**config.mk**
```make
export PLATFORM = sky130hd
export DESIGN_NAME = l15_req_rr_arbiter
export DESIGN_NICKNAME = d
export VERILOG_FILES = /design/src/rtl/l15_req_rr_arbiter.sv
export SDC_FILE = /design/constraint.sdc
export NUM_CORES = 1
export LEC_CHECK = 0
export ABC_AREA = 1
export CAP_MARGIN = 40
export CORE_AREA = 2 2 307 309
export CTS_CLUSTER_DIAMETER = 30
export DETAILED_ROUTE_END_ITERATION = 8
export DIE_AREA = 0 0 309 311
export PLACE_DENSITY = 0.44
export SLEW_MARGIN = 10
export SYNTH_ARGS = -nofsm -noshare
export SYNTH_HDL_FRONTEND = slang
export SYNTH_SLANG_ARGS = --single-unit
```
**constraint.sdc**
```tcl
create_clock -name clk_i -period 3.4 [get_ports clk_i]
set_input_delay 0.51 -clock clk_i [delete_from_list [all_inputs] [get_ports clk_i]]
set_output_delay 0.51 -clock clk_i [all_outputs]
set_load 0.01 [all_outputs]
```
**src/rtl/l15_req_rr_arbiter.sv**
```systemverilog
// -----------------------------------------------------------------------------
// l15_req_rr_arbiter
//
// Shares the single L1.5 request channel between the core-tile memory
// requesters. In port order these are: I$ miss, D$ miss-read, D$ write-buffer,
// D$ uncached read and D$ uncached write.
//
// Grants go round-robin and are limited by per-requester outstanding-
// transaction credits. A granted request is registered and held stable
// towards L1.5 until L1.5 acknowledges it.
//
// Ports
//   clk_i          clock
//   rst_ni         asynchronous active-low reset
//   req_valid_i    per-requester request valid
//   req_ready_o    one-hot grant pulse; the payload is consumed in this cycle
//   req_payload_i  packed payloads; requester i at [i*PayloadWidth +: PayloadWidth]
//   l15_val_o      request valid towards L1.5
//   l15_payload_o  registered payload of the granted request
//   l15_portid_o   index of the granted requester
//   l15_ack_i      L1.5 accepted the current request
//   rtrn_valid_i   an L1.5 return completes one transaction
//   rtrn_portid_i  requester owning the return
//   credit_full_o  per-requester credit counter is at MaxOutstanding
//   err_o          sticky protocol-error flag
// -----------------------------------------------------------------------------
module l15_req_rr_arbiter #(
    parameter  int NumReq         = 5,
    parameter  int PayloadWidth   = 128,
    parameter  int MaxOutstanding = 2,
    localparam int IdWidth        = (NumReq > 1) ? $clog2(NumReq) : 1
) (
    input  logic                             clk_i,
    input  logic                             rst_ni,
    input  logic [NumReq-1:0]                req_valid_i,
    output logic [NumReq-1:0]                req_ready_o,
    input  logic [NumReq*PayloadWidth-1:0]   req_payload_i,
    output logic                             l15_val_o,
    output logic [PayloadWidth-1:0]          l15_payload_o,
    output logic [IdWidth-1:0]               l15_portid_o,
    input  logic                             l15_ack_i,
    input  logic                             rtrn_valid_i,
    input  logic [IdWidth-1:0]               rtrn_portid_i,
    output logic [NumReq-1:0]                credit_full_o,
    output logic                             err_o
);

    localparam int CntWidth = (MaxOutstanding > 0) ? $clog2(MaxOutstanding + 1) : 1;

    localparam logic [0:0]          ST_IDLE  = 1'b0;
    localparam logic [0:0]          ST_HOLD  = 1'b1;

    localparam logic [IdWidth-1:0]  ID_ZERO  = {IdWidth{1'b0}};
    localparam logic [IdWidth-1:0]  ID_ONE   = IdWidth'(1);
    localparam logic [IdWidth-1:0]  ID_LAST  = IdWidth'(NumReq - 1);

    localparam logic [CntWidth-1:0] CNT_ZERO = {CntWidth{1'b0}};
    localparam logic [CntWidth-1:0] CNT_ONE  = CntWidth'(1);
    localparam logic [CntWidth-1:0] CNT_MAX  = CntWidth'(MaxOutstanding);

    // Registered state
    logic [0:0]                        state_r;
    logic [IdWidth-1:0]                ptr_r;
    logic                              val_r;
    logic [PayloadWidth-1:0]           payload_r;
    logic [IdWidth-1:0]                portid_r;
    logic                              err_r;
    logic [NumReq-1:0][CntWidth-1:0]   cnt_r;
    logic [NumReq-1:0]                 full_r;

    // Combinational signals
    logic [NumReq-1:0]                 eligible_s;
    logic                              found_s;
    logic [IdWidth-1:0]                winner_s;
    logic                              grant_s;
    logic [NumReq-1:0]                 ready_s;
    logic [PayloadWidth-1:0]           sel_payload_s;
    logic                              rtrn_in_range_s;
    logic                              err_set_s;
    logic [NumReq-1:0][CntWidth-1:0]   cnt_nxt_s;
    logic [NumReq-1:0]                 full_nxt_s;

    // Eligibility and round-robin winner search starting at the pointer
    always_comb begin
        int idx_v;
        eligible_s = req_valid_i & ~full_r;
        found_s    = 1'b0;
        winner_s   = ID_ZERO;
        idx_v      = 0;
        for (int off = 0; off < NumReq; off++) begin
            idx_v = int'(ptr_r) + off;
            if (idx_v >= NumReq) begin
                idx_v = idx_v - NumReq;
            end else begin
                idx_v = idx_v;
            end
            if (!found_s && eligible_s[idx_v]) begin
                found_s  = 1'b1;
                winner_s = IdWidth'(idx_v);
            end else begin
                found_s  = found_s;
                winner_s = winner_s;
            end
        end
    end

    // Grant pulse; gated by rst_ni so nothing is consumed while held in reset
    always_comb begin
        grant_s       = (state_r == ST_IDLE) && found_s && rst_ni;
        sel_payload_s = req_payload_i[int'(winner_s)*PayloadWidth +: PayloadWidth];
        for (int i = 0; i < NumReq; i++) begin
            ready_s[i] = grant_s && (winner_s == IdWidth'(i));
        end
    end

    // Credit counter next-state and protocol error detection
    always_comb begin
        logic inc_v;
        logic dec_v;
        rtrn_in_range_s = rtrn_valid_i && (int'(rtrn_portid_i) < NumReq);
        err_set_s       = 1'b0;
        inc_v           = 1'b0;
        dec_v           = 1'b0;
        if (rtrn_valid_i && !rtrn_in_range_s) begin
            err_set_s = 1'b1;
        end else begin
            err_set_s = err_set_s;
        end
        if (l15_ack_i && (state_r != ST_HOLD)) begin
            err_set_s = 1'b1;
        end else begin
            err_set_s = err_set_s;
        end
        for (int i = 0; i < NumReq; i++) begin
            inc_v = grant_s && (winner_s == IdWidth'(i));
            dec_v = rtrn_in_range_s && (rtrn_portid_i == IdWidth'(i));
            if (inc_v && dec_v) begin
                cnt_nxt_s[i] = cnt_r[i];
            end else if (inc_v) begin
                cnt_nxt_s[i] = cnt_r[i] + CNT_ONE;
            end else if (dec_v) begin
                if (cnt_r[i] == CNT_ZERO) begin
                    // Return without an outstanding request: saturate and flag
                    cnt_nxt_s[i] = CNT_ZERO;
                    err_set_s    = 1'b1;
                end else begin
                    cnt_nxt_s[i] = cnt_r[i] - CNT_ONE;
                end
            end else begin
                cnt_nxt_s[i] = cnt_r[i];
            end
            full_nxt_s[i] = (cnt_nxt_s[i] == CNT_MAX);
        end
    end

    // Request-channel FSM: capture on grant, hold until ack, advance pointer
    always_ff @(posedge clk_i or negedge rst_ni) begin
        if (!rst_ni) begin
            state_r   <= ST_IDLE;
            ptr_r     <= ID_ZERO;
            val_r     <= 1'b0;
            payload_r <= {PayloadWidth{1'b0}};
            portid_r  <= ID_ZERO;
        end else begin
            case (state_r)
                ST_IDLE: begin
                    if (grant_s) begin
                        state_r   <= ST_HOLD;
                        val_r     <= 1'b1;
                        payload_r <= sel_payload_s;
                        portid_r  <= winner_s;
                    end else begin
                        state_r   <= ST_IDLE;
                        val_r     <= 1'b0;
                    end
                end
                ST_HOLD: begin
                    if (l15_ack_i) begin
                        state_r <= ST_IDLE;
                        val_r   <= 1'b0;
                        ptr_r   <= (portid_r == ID_LAST) ? ID_ZERO : (portid_r + ID_ONE);
                    end else begin
                        state_r <= ST_HOLD;
                        val_r   <= 1'b1;
                    end
                end
                default: begin
                    state_r <= ST_IDLE;
                    val_r   <= 1'b0;
                end
            endcase
        end
    end

    // Credit counters, registered full flags and sticky error
    always_ff @(posedge clk_i or negedge rst_ni) begin
        if (!rst_ni) begin
            cnt_r  <= {NumReq{CNT_ZERO}};
            full_r <= {NumReq{1'b0}};
            err_r  <= 1'b0;
        end else begin
            cnt_r  <= cnt_nxt_s;
            full_r <= full_nxt_s;
            err_r  <= err_r | err_set_s;
        end
    end

    assign req_ready_o   = ready_s;
    assign l15_val_o     = val_r;
    assign l15_payload_o = payload_r;
    assign l15_portid_o  = portid_r;
    assign credit_full_o = full_r;
    assign err_o         = err_r;

endmodule
```
# Word-level counts from Yosys, hierarchy flattened
# Index checks and enable logic that the tools add are counted.
[totals]
regBits = 151
in_bits = 652
output_inout_bits = 143
word_cells = 175
[classes]
addsub = 20
order_cmp = 11
n_eq_ne = 14
shift = 1
muxes = 76
bitwise = 4
n_reduce_logical = 38
[op_table]
columns = ["operator", "count"]
rows = [
  ["variable part select 640 x 11 -> 128 bit", 1],
  ["< comparator 32 x 5 -> 1 bit, second input constant", 5],
  ["two-way mux 32 bit", 5],
  ["two-way mux 2 bit", 20],
  ["two-way mux 1 bit", 39],
  ["logical AND 1 bit", 24],
  ["subtractor 4 x 3 -> 5 bit, second input constant", 4],
  ["two-way mux 3 bit", 6],
  ["greater-or-equal comparator 4 x 3 -> 1 bit, second input constant", 4],
  ["binary-select mux 1 bit (select 3 bit)", 5],
  ["equality test 3 x 2 -> 1 bit, second input constant", 4],
  ["adder 2 x 1 -> 2 bit, second input constant", 5],
  ["equality test 2 bit, second input constant", 5],
  ["logical NOT 2 bit", 5],
  ["subtractor 2 x 1 -> 2 bit, second input constant", 5],
  ["equality test 3 bit, second input constant", 3],
  ["adder 3 x 2 -> 4 bit, second input constant", 2],
  ["equality test 3 x 1 -> 1 bit, second input constant", 2],
  ["logical NOT 3 bit", 2],
  ["bitwise AND 5 bit", 1],
  ["logical NOT 1 bit", 5],
  ["inverter 5 bit", 1],
  ["adder 3 x 1 -> 4 bit, second input constant", 1],
  ["adder 3 x 3 -> 4 bit, second input constant", 1],
  ["other kinds (8)", 9],
]

# Longest topological paths before layout
[depth]
depth_word = 40
depth_mapped = 27
mapped_depth_nobuf = 25

# Worst setup path after synthesis
# Ideal clock, no wire load.
[synth_path]
path_kind = "register to output"
start = "register ptr_r[1]"
end = "output port req_ready_o[1]"
arrival_ns = 2.646
t_required_ns = 2.890
setup_slack_ns = 0.244
path_stages_with_launch = 21
path_buffers = 1
cell_sequence = "dfrtp_1 > inv_1 > ha_1 > inv_2 > nand3_1 > nand2_1 > nand3_2 > nand2_1 > inv_1 > nor2_1 > nand2_1 > nand2_1 > nand2_2 > nand2_2 > nor2_4 > nand3_1 > nand3_2 > inv_2 > clkbuf_1 > nand3_1 > inv_1"
[synth_via]
elab_chain_len = 21
word_cells_on_any_way = 56
cone_classes = "9 x add/sub; 5 x order compare; 1 x eq/ne; 30 x mux; 11 x reduce/logical"
[synth_lines]
columns = ["element", "line", "source"]
rows = [
  ["from (decl)", "63", "logic [IdWidth-1:0] ptr_r;"],
  ["from (signal assigned)", "181", "ptr_r <= (portid_r == ID_LAST) ? ID_ZERO : (portid_r + ID_ONE);"],
  ["branches (longest 20 deep; another with subtractor 4 x 3 -> 5 bit)", "-", ""],
  ["logical AND 1 bit (*)", "112", "ready_s[i] = grant_s && (winner_s == IdWidth'(i));"],
  ["to (decl)", "36", "output logic [NumReq-1:0] req_ready_o,"],
]
# Mark *: on every way between the ends. The select of a mux whose other input is x is not followed.

# Final worst setup path
# Same ends and word-level chain as after synthesis.

==> key figures <==
Status
  • Status: finished with violations
  • Violated checks: negative setup slack

Timing
  • Setup ws final: -0.231 ns
  • Slew @ Worst Pin: 0.752 ns
  • Final hold vios: 0
  • Skew final: 0.0232 ns
  • Slew Limit Fails: 0
  • Slew HR: 49.8%
  • Part of the cycle the worst path needs: 107%
  • Hold WS: 0.484 ns
  • Unrepaired setup endpoints after global routing: yes
  • Setup Viol. Count Final: 39
  • Post-route minimum period: 3.63 ns
  • Fmax: about 0.28 GHz

Global route
  • Total GRT Usage: 18.2%
  • Initial antenna violation count: 35
  • Number of global-route vias before repair: 18.5k
  • GR Overflow Total: 0
  • First-pass GRT wire length: around 130000 um
  • Largest net degree at the start of global routing: 94

Detailed routing
  • Detailed Routing Iterations Pass 1: 7
  • DRC: 0
  • Via density: approximately 4.2
  • Vias: 19.5k
  • 1st-iter DRT viols: approximately 1.3k
  • WL per Instance: 22.0 um
  • Antenna Nets Post-Route: 0
  • Routed Wire Length: 102000 um

Worst setup path
  • Reg2reg start: ptr_r[1]$_DFFE_PN0P_
  • CP peak stage delay: 0.41 ns
  • CP Launch Point: ptr_r[1]$_DFFE_PN0P_
  • Worst R2R Setup Slack: -0.09 ns
  • Crit-path slowest cell: dfrtp_1
  • CP required: slightly below 3 ns
  • Critical Path End: req_ready_o[1]
  • Crit Reg-Reg Endpoint: l15_payload_o[34]$_DFFE_PN0P_
  • CP most frequent cell: nand2_2
  • Critical path arrival: 3.12 ns
  • R2R depth: 27
  • CP Launch Type: flop
  • Critical Path End Type: output pin
  • Crit path max fanout: 7
  • Kind of critical path: reg2out
  • Crit path cell chain: clkinv_4, ha_4, inv_4, nand4_1, nand2_2, nand2_2, nand2_2, nand3_2, nand3_2, nand2_2, buf_6, nand4_1, nor2_1, nor2_2, nand2_4, buf_12, inv_6, nand3_4, inv_2, buf_6

Clocking
  • CTS HTree Levels: 4
  • CTS tree: done
  • Clk sink count: 151
  • CTS Buf Count: 17
  • Clk root buf: clkbuf_16
  • CTS clk-pin slew, worst paths: about 0.070 ns
  • Max clock buf depth: 2
  • Clk_lat worst skew: 0.51 ns

Layout
  • Fill count: 10.4k
  • Layout Nets: roughly 4.0k
  • Post-layout util: 29.7%
  • P&R area growth vs syn: 93.0%
  • Ratio of cells with drive above 1 in the final layout: between 10% and 20%
  • Most common cell after layout, fill and taps aside: nand2_1
  • Final Non-Filler Cells: 4635
  • Commonest cells after routing, fill and taps aside: nand2_1, clkdlybuf4s50_1, nand3_1

Floorplanning
  • Starting Density: around 15%
  • I/O pins: 795
  • Site Rows: 112
  • Die Y: 311 um
  • Full die area: around 96000 um2
  • Core area: 92800 um2
  • Chip width: 309 um

Logic synthesis
  • Synth top area share: between 30% and 40%
  • #FFs+latches synth: 151
  • Biggest area consumer among synthesized cells: nand2_1
  • Number of synthesis warnings: 0
  • Synthesized area per cell: 5.76 um2
  • Post-Syn Area: 14300 um2
  • Synth Net Count: 3157
  • Synth Instances: 2477
  • Top post-synthesis cells by area: nand2_1, dfrtp_1, nand3_1
  • Sequential fraction of the synthesis area: 26.5%
  • Synth cell types: 40

Run
  • Total of max-cap violations: 0

Placed design
  • Placer congestion estimate: 0.840
  • Hpwl dp: 70000 um
  • Placed cell count: 4489
  • Port bufs: 794

Min path
  • Hold WC Path Type: in2async
[worst max-delay path: cells and delay by family, from the launching register on]
| family | cells | cell delay (ns) |
|---|---|---|
| adders and majority gates | 1 | 0.29 |
| buffers and inverters | 7 | 0.71 |
| DFF | 1 | 0.41 |
| and+or+nand+nor | 12 | 1.21 |
[worst min-delay path by stage]
stage / endpoint / depth (start not counted)
detailed placement: l15_payload_o[83]$_DFFE_PN0P_ / 1
floorplan: cnt_r[0]$_DFF_PN0_ / 0
finish: l15_payload_o[83]$_DFFE_PN0P_ / 2
global placement: l15_payload_o[83]$_DFFE_PN0P_ / 1
CTS: l15_payload_o[83]$_DFFE_PN0P_ / 2
global route: l15_payload_o[83]$_DFFE_PN0P_ / 2
[kinds of logic (layout without fill, tap and decap cells)]
group	Yosys count	in the layout	synth area share, %
AND/OR/NAND/NOR	1635	1635	48.6
other	0	9	0
adder cells (fa/ha/maj)	28	28	2.46
flip-flops	151	151	26.5
XOR/XNOR	5	5	0.412
buffers and inverters	371	1266	11.8
AO/OA/AOI/OAI	287	287	10.3
[sequential cells by signal, summed over array words and instances (netlist names)]
signal	cells
ptr_r	3
cnt_r	10
credit_full_o	5
l15_val_o	1
l15_payload_o	128
l15_portid_o	3
err_o	1
[through the flow]
stage	TNS (ns)	setup slack [ns]	cell area, um2
2_1_floorplan	0	0.244	14300
3_3_place_gp	-27.42	-0.372	24200
3_5_place_dp	-27.32	-0.386	24200
4_1_cts	-2.16	-0.272	25400
5_1_grt	-21.03	-0.418	27500
6_report	-2.48	-0.231	27500
[metal layers]
metal,track usage (%),up-vias,share of wire (%)
met1,21.3,9108,40
met5,0,-,0.18
li1,-,9532,-
met3,5.92,120,8.0
met2,31.8,749,50
met4,4.80,30,1.9
[cell type report]
cell class	instances	area [um2]	area share [%]
tap	1254	1570	5.70
antenna	9	22.5	0.0818
clock buffer	20	457	1.66
clock inverter	12	119	0.432
inverter	204	810	2.94
multi-input combinational	1955	9560	34.7
timing repair buffer	1030	11200	40.7
sequential	151	3780	13.7
[cell usage after synthesis]
cell type and number:
nand2_1 1164, nand3_1 290, a21oi_1 248, inv_1 194, dfrtp_1 151, or2_2 124, buf_2 68, clkbuf_1 62
ha_1 28, nor2_1 25, o21ai_0 20, buf_6 18, nand4_1 12, buf_4 11, inv_2 9, o21ai_1 8
buf_1 6, nand2_2 5, nand3_2 4, nor2_2 3, o211ai_1 3, nor3_1 2, o22ai_1 2, or2_0 2
xor2_1 2, xor2_2 2, a211oi_1 1, a21oi_2 1, a22o_1 1, a31oi_1 1, buf_12 1, buf_8 1
clkinv_1 1, nand2_8 1, nand3b_1 1, nor2_4 1, nor2_8 1, o21ai_2 1, o31ai_1 1, xnor2_1 1
[repair_timing]
item	CTS	global route
cloned	4	40
resized for setup	120	221
hold buffers	1	0
pin swaps	36	34
setup buffers	37	46
hold endpoints to repair	12	0
endpoints found under the setup margin	134	137
Power is not shown: default switching activity piles up to over one toggle a cycle in this logic, so the estimate is an artifact.
